**src/rtl/servo_pkg.sv**
```systemverilog
// Shared servo definitions: nominal frame timing, angle range
// and the decoder state encoding.
package servo_pkg;

  localparam int unsigned PERIOD_NOM = 1800;
  localparam int unsigned MIN_HIGH   = 45;
  localparam int unsigned ANGLE_MAX  = 180;

  typedef enum logic [1:0] {
    ST_WAIT_RISE = 2'd0,
    ST_HIGH      = 2'd1,
    ST_LOW       = 2'd2
  } servo_state_e;

  function automatic logic [15:0] sat_inc(
    input logic [15:0] v
  );
    return (v == 16'hFFFF) ? v : v + 16'd1;
  endfunction

endpackage

```
**src/rtl/edge_sync.sv**
```systemverilog
// Two-flop synchronizer plus delay flop with edge detection.
// Edges are only reported once a real low level has been seen.
module edge_sync (
  input  logic clk,
  input  logic nrst,
  input  logic d,
  output logic level,
  output logic rise,
  output logic fall
);

  logic       r_s1;
  logic       r_s2;
  logic       r_s3;
  logic [1:0] r_fill;
  logic       r_armed;

  // r_fill marks when s2 holds a real sample rather than
  // the reset value, so a line held high across reset
  // cannot masquerade as a rising edge.
  always_ff @(posedge clk or negedge nrst) begin
    if (!nrst) begin
      r_s1    <= 1'b0;
      r_s2    <= 1'b0;
      r_s3    <= 1'b0;
      r_fill  <= 2'b00;
      r_armed <= 1'b0;
    end else begin
      r_s1   <= d;
      r_s2   <= r_s1;
      r_s3   <= r_s2;
      r_fill <= {r_fill[0], 1'b1};
      if (r_fill[1] && !r_s2)
        r_armed <= 1'b1;
    end
  end

  assign level = r_s2;
  assign rise  = r_armed & r_s2 & ~r_s3;
  assign fall  = r_armed & ~r_s2 & r_s3;

endmodule

```
**src/rtl/servo_pwm_decode.sv**
```systemverilog
// Servo PWM decoder: measures high width and period in ticks
// and maps the width to an angle with range/period checks.
module servo_pwm_decode #(
  parameter int unsigned PERIOD_NOM = servo_pkg::PERIOD_NOM,
  parameter int unsigned MIN_HIGH   = servo_pkg::MIN_HIGH,
  parameter int unsigned ANGLE_MAX  = servo_pkg::ANGLE_MAX,
  parameter int unsigned PER_TOL    = 90,
  parameter int unsigned TIMEOUT    = 3600
) (
  input  logic        clk,
  input  logic        nrst,
  input  logic        tick,
  input  logic        pwm_in,
  output logic [15:0] angle,
  output logic [15:0] high_cnt,
  output logic [15:0] period,
  output logic        valid,
  output logic        err_range,
  output logic        err_period,
  output logic        err_timeout
);

  import servo_pkg::*;

  localparam logic [15:0] LP_MIN  = 16'(MIN_HIGH);
  localparam logic [15:0] LP_AMAX = 16'(ANGLE_MAX);
  localparam logic [15:0] LP_MAXH =
    16'(MIN_HIGH + ANGLE_MAX);
  localparam logic [15:0] LP_PLO =
    16'((PERIOD_NOM > PER_TOL) ?
        (PERIOD_NOM - PER_TOL) : 32'd0);
  localparam logic [15:0] LP_PHI =
    16'(PERIOD_NOM + PER_TOL);
  localparam logic [15:0] LP_TMO =
    16'((TIMEOUT > 32'd65535) ? 32'd65535 : TIMEOUT);

  logic         w_level;
  logic         w_rise;
  logic         w_fall;

  servo_state_e r_state;
  servo_state_e w_state_nx;
  logic [15:0]  r_hi_acc;
  logic [15:0]  r_per_acc;

  logic         w_clr;
  logic         w_hi_inc;
  logic         w_per_inc;
  logic         w_pub;
  logic         w_tmo;
  logic         w_below;
  logic         w_above;
  logic [15:0]  w_angle;
  logic         w_erange;
  logic         w_eper;

  logic [15:0]  r_angle;
  logic [15:0]  r_high;
  logic [15:0]  r_period;
  logic         r_valid;
  logic         r_erange;
  logic         r_eper;
  logic         r_etmo;

  edge_sync u_sync (
    .clk   (clk),
    .nrst  (nrst),
    .d     (pwm_in),
    .level (w_level),
    .rise  (w_rise),
    .fall  (w_fall)
  );

  // Edges take priority over a same-cycle tick, so that
  // tick is simply not counted.
  always_comb begin
    w_state_nx = r_state;
    w_clr      = 1'b0;
    w_hi_inc   = 1'b0;
    w_per_inc  = 1'b0;
    w_pub      = 1'b0;
    w_tmo      = 1'b0;
    unique case (r_state)
      ST_WAIT_RISE: begin
        if (w_rise) begin
          w_clr      = 1'b1;
          w_state_nx = ST_HIGH;
        end
      end
      ST_HIGH: begin
        if (r_per_acc >= LP_TMO) begin
          w_tmo      = 1'b1;
          w_state_nx = ST_WAIT_RISE;
        end else if (w_fall) begin
          w_state_nx = ST_LOW;
        end else if (tick && w_level) begin
          w_hi_inc  = 1'b1;
          w_per_inc = 1'b1;
        end
      end
      ST_LOW: begin
        if (r_per_acc >= LP_TMO) begin
          w_tmo      = 1'b1;
          w_state_nx = ST_WAIT_RISE;
        end else if (w_rise) begin
          w_pub      = 1'b1;
          w_clr      = 1'b1;
          w_state_nx = ST_HIGH;
        end else if (tick) begin
          w_per_inc = 1'b1;
        end
      end
      default: w_state_nx = ST_WAIT_RISE;
    endcase
  end

  assign w_below = (r_hi_acc < LP_MIN);
  assign w_above = (r_hi_acc > LP_MAXH);

  always_comb begin
    w_angle  = 16'd0;
    w_erange = 1'b0;
    unique case (1'b1)
      w_below: begin
        w_angle  = 16'd0;
        w_erange = 1'b1;
      end
      w_above: begin
        w_angle  = LP_AMAX;
        w_erange = 1'b1;
      end
      default: w_angle = r_hi_acc - LP_MIN;
    endcase
  end

  assign w_eper = (r_per_acc < LP_PLO) ||
                  (r_per_acc > LP_PHI);

  always_ff @(posedge clk or negedge nrst) begin
    if (!nrst)
      r_state <= ST_WAIT_RISE;
    else
      r_state <= w_state_nx;
  end

  always_ff @(posedge clk or negedge nrst) begin
    if (!nrst) begin
      r_hi_acc  <= 16'd0;
      r_per_acc <= 16'd0;
    end else if (w_clr) begin
      r_hi_acc  <= 16'd0;
      r_per_acc <= 16'd0;
    end else begin
      if (w_hi_inc)
        r_hi_acc <= sat_inc(r_hi_acc);
      if (w_per_inc)
        r_per_acc <= sat_inc(r_per_acc);
    end
  end

  always_ff @(posedge clk or negedge nrst) begin
    if (!nrst) begin
      r_angle  <= 16'd0;
      r_high   <= 16'd0;
      r_period <= 16'd0;
      r_valid  <= 1'b0;
      r_erange <= 1'b0;
      r_eper   <= 1'b0;
      r_etmo   <= 1'b0;
    end else begin
      r_valid <= w_pub;
      if (w_pub) begin
        r_angle  <= w_angle;
        r_high   <= r_hi_acc;
        r_period <= r_per_acc;
        r_erange <= w_erange;
        r_eper   <= w_eper;
        r_etmo   <= 1'b0;
      end else if (w_tmo) begin
        r_etmo <= 1'b1;
      end
    end
  end

  assign angle       = r_angle;
  assign high_cnt    = r_high;
  assign period      = r_period;
  assign valid       = r_valid;
  assign err_range   = r_erange;
  assign err_period  = r_eper;
  assign err_timeout = r_etmo;

endmodule

```
**config.mk**
```make
export PLATFORM = sky130hd
export DESIGN_NAME = servo_pwm_decode
export DESIGN_NICKNAME = d
export VERILOG_FILES = /design/src/rtl/servo_pkg.sv /design/src/rtl/edge_sync.sv /design/src/rtl/servo_pwm_decode.sv
export SDC_FILE = /design/constraint.sdc
export NUM_CORES = 1
export LEC_CHECK = 0
export ABC_AREA = 1
export BUFFER_PORTS_ARGS = -buffer_cell sky130_fd_sc_hd__buf_2
export CORE_MARGIN = 5
export CORE_UTILIZATION = 37
export CTS_CLUSTER_DIAMETER = 50
export DETAILED_ROUTE_END_ITERATION = 6
export PLACE_DENSITY = 0.51
export SLEW_MARGIN = 20
export SYNTH_ARGS = -nofsm -noshare
export SYNTH_HDL_FRONTEND = slang
export SYNTH_SLANG_ARGS = --single-unit
export TNS_END_PERCENT = 5
```
**constraint.sdc**
```tcl
create_clock -name clk -period 4.3 [get_ports clk]
set_input_delay 1.29 -clock clk [delete_from_list [all_inputs] [get_ports clk]]
set_output_delay 1.29 -clock clk [all_outputs]
set_load 0.01 [all_outputs]
```
==> run_results.csv <==
group,metric,value,unit
run_status,status,"complete, no violations",
setup_path,worstSetupPathType,"primary input to flop",
placed_design,port_buffers,55,
clocking,clockBufferDepth,2,
sta,timing.fmax,414,MHz
power,p_leak,3.06,nW
setup_path,rrSetupSlack,2010,ps
sta,setup_tns,0,ps
cells_and_area,antennaDiodeCount,0,
placed_design,dp_hpwl,8460,um
route,avgViaCountPerCell,4.82,
clocking,cts_root_buf,"clkbuf_16",
global_route,grt_max_degree,76,
placed_design,place_congestion,0.832,
power,p_per_area,396,mW/mm2
floorplan,core_area,0.0131,mm2
setup_path,critPathLaunchType,"primary input",
power,ir_drop,0.203,mV
route,dr.pass1.iters,5,
floorplan,io_pins,56,
min_path,min_to,"u_sync.r_fill[1]$_DFF_PN0_",
clocking,numCtsBuffers,9,
clocking,cts.clk_slew.worst_paths,60,ps
sta,fin_crit,2410,ps
setup_path,r2r-start,"r_per_acc[12]$_DFFE_PN0P_",
placed_design,place_ws,1530,ps
synthesis,synth-seq-area-share,46.6,%
clocking,clock-sinks,92,
floorplan,initial_core_util,37.6,%
setup_path,critPathArrivalTime,2640,ps
synthesis,yosys-top-cells-area,"dfrtp_1, nand2_1, nand3_1",
sta,finalCritPeriodShare,56.2,%
min_path,hold_start,"u_sync.r_fill[0]$_DFF_PN0_",
clocking,clkLatencyLatePin,340,ps
synthesis,netlist.area_leader.share,46.6,%
floorplan,num_rows,42,
route,postRouteAntennaNets,0,
clocking,cts_hold_buf,0,
synthesis,yosys.area.top_type,"dfrtp_1",
synthesis,netlist_area,0.00494,mm2
global_route,grt_use_total,15.2,%
sta,layout_setup_ws,1890,ps
synthesis,netlist_instances,619,
route,vias,4052,
route,drt-initial-drc-count,285,
cells_and_area,drive_above_1_share,15.9,%
floorplan,die_x,126,um
clocking,post_cts_resized,0,
floorplan,die_area,0.0158,mm2
synthesis,ys_ff_latch,92,
clocking,cts_tree,"built",
sta,worst_pin_slew,706,ps
synthesis,yosys.cell_types.count,33,
cells_and_area,nFillCells,1338,
synthesis,synth_area_per_cell,7.98,um2
sta,rsz0062_at_grt,"no",
clocking,htree_levels,3,
floorplan,die_h,126,um
route,drc,0,
min_path,hold_depth,0,
setup_path,critPathMaxFanout,13,
sta,finClkSkew,3.92,ps
cells_and_area,final_cell_mix,"nand2_1, dfrtp_1, inv_1",
global_route,grt_pass1_vias,3831,
setup_path,r2r_end,"r_per_acc[6]$_DFFE_PN0P_",
clocking,postCtsSetupRepairBufs,0,
setup_path,ff2ff_path_depth,8,
flow_run,maxCapViolCount,0,
synthesis,yosysWarnings,0,
global_route,grt_pass1_wl,19500,um
route,wl,11700,um
cells_and_area,fin_nets,674,
global_route,antenna_found_initial,0,
route,wire_per_inst,13.9,um
setup_path,crit_required,4530,ps
sta,setup_viol,0,
synthesis,syn_nets,632,
cells_and_area,final_common_cell,"nand2_1",
global_route,grt.overflow.total,0,
min_path,hold_class,"flop to flop",
sta,hold_viol,0,
sta,slew_headroom,52.9,%
cells_and_area,syn_to_final_growth,12.6,%
setup_path,end_kind,"flop",
sta,report.final.slew_viol_count,0,
-- synth_stat cells (all sizes together) --
cell type  count
nor3           6
nor2b          1
or2            1
buf           23
a21o           1
conb           1
nand4         22
a21oi          4
nor2          66
a22oi          1
clkbuf         4
clkinv         1
o21ai         34
o21bai         1
dfrtp         92
xnor2          1
xor2          22
a31oi          1
inv           78
ha             9
nand3         82
nand2        168
-- cell type report --
| type | instances | area (um2) | area share (%) |
|---|---|---|---|
| clock buffer | 13 | 250 | 4.50 |
| clock inverter | 2 | 35.0 | 0.630 |
| inverter | 79 | 297 | 5.34 |
| multi-input combinational | 421 | 2150 | 38.7 |
| sequential | 92 | 2300 | 41.4 |
| tap | 176 | 220 | 3.96 |
| timing repair buffer | 58 | 304 | 5.47 |
-- power by group --
| group | internal [mW] | switching, mW |
|---|---|---|
| Clock | 0.463 | 0.320 |
| Sequential | 0.925 | 0.0538 |
| Combinational | 0.128 | 0.312 |
| Total | 1.52 | 0.686 |
-- critical path, cell delays in order --
cell,delay [ps]
buf_2,90
nand2_1,50
inv_1,80
nand4_1,130
nand2_1,360
nand2_1,400
nand3_1,180
nand2_1,70
-- kinds of logic (layout without fill, tap and decap cells) --
group | after synthesis | count (layout) | share of synthesized area [%]
flip-flops | 92 | 92 | 46.6
other | 1 | 1 | 0.0760
buffers and inverters | 106 | 152 | 9.93
AND/OR/NAND/NOR | 346 | 346 | 32.6
XOR/XNOR | 23 | 23 | 4.08
adder cells (fa/ha/maj) | 9 | 9 | 2.28
AO/OA/AOI/OAI | 42 | 42 | 4.44
-- stage by stage --
step | hold slack (ps) | instance area, um2 | utilization [%] | total power [mW] | instances
5_1_grt | 353 | 5560 | 42.3 | 2.32 | 841
3_3_place_gp | 332 | 5260 | 40.1 | 1.43 | 826
2_1_floorplan | 331 | 4940 | - | 1.32 | 619
6_report | 349 | 5560 | 42.3 | 2.20 | 841
4_1_cts | 350 | 5550 | 42.2 | 2.23 | 841
3_5_place_dp | 336 | 5260 | 40.1 | 1.44 | 826
-- layer usage --
metal	up-vias	wire length, um	track usage, %	part of all wire [%]
li1	2033	-	-	-
met5	-	0	0	0
met3	15	577	2.73	4.9
met4	0	202	5.93	1.7
met1	1910	6010	22.6	51
met2	94	4930	21.8	42
-- worst max path at each step --
stage	cells after the start	slack, ps	end	startpoint
3_3_place_gp	8	1600	r_per_acc[11]$_DFFE_PN0P_	tick
2_1_floorplan	8	2190	r_per_acc[11]$_DFFE_PN0P_	tick
5_1_grt	8	1710	r_per_acc[1]$_DFFE_PN0P_	tick
6_report	8	1890	r_per_acc[6]$_DFFE_PN0P_	tick
4_1_cts	8	1860	r_per_acc[8]$_DFFE_PN0P_	r_per_acc[12]$_DFFE_PN0P_
3_5_place_dp	8	1530	r_per_acc[8]$_DFFE_PN0P_	tick
-- state kept, by name, summed over array words and instances, names as in the netlist, 2 cells and up --
signal / cells
angle: 16
high_cnt: 16
period: 16
r_hi_acc: 16
r_per_acc: 16
r_state: 2
u_sync.r_fill: 2
Power figures use the tool's default switching activity.
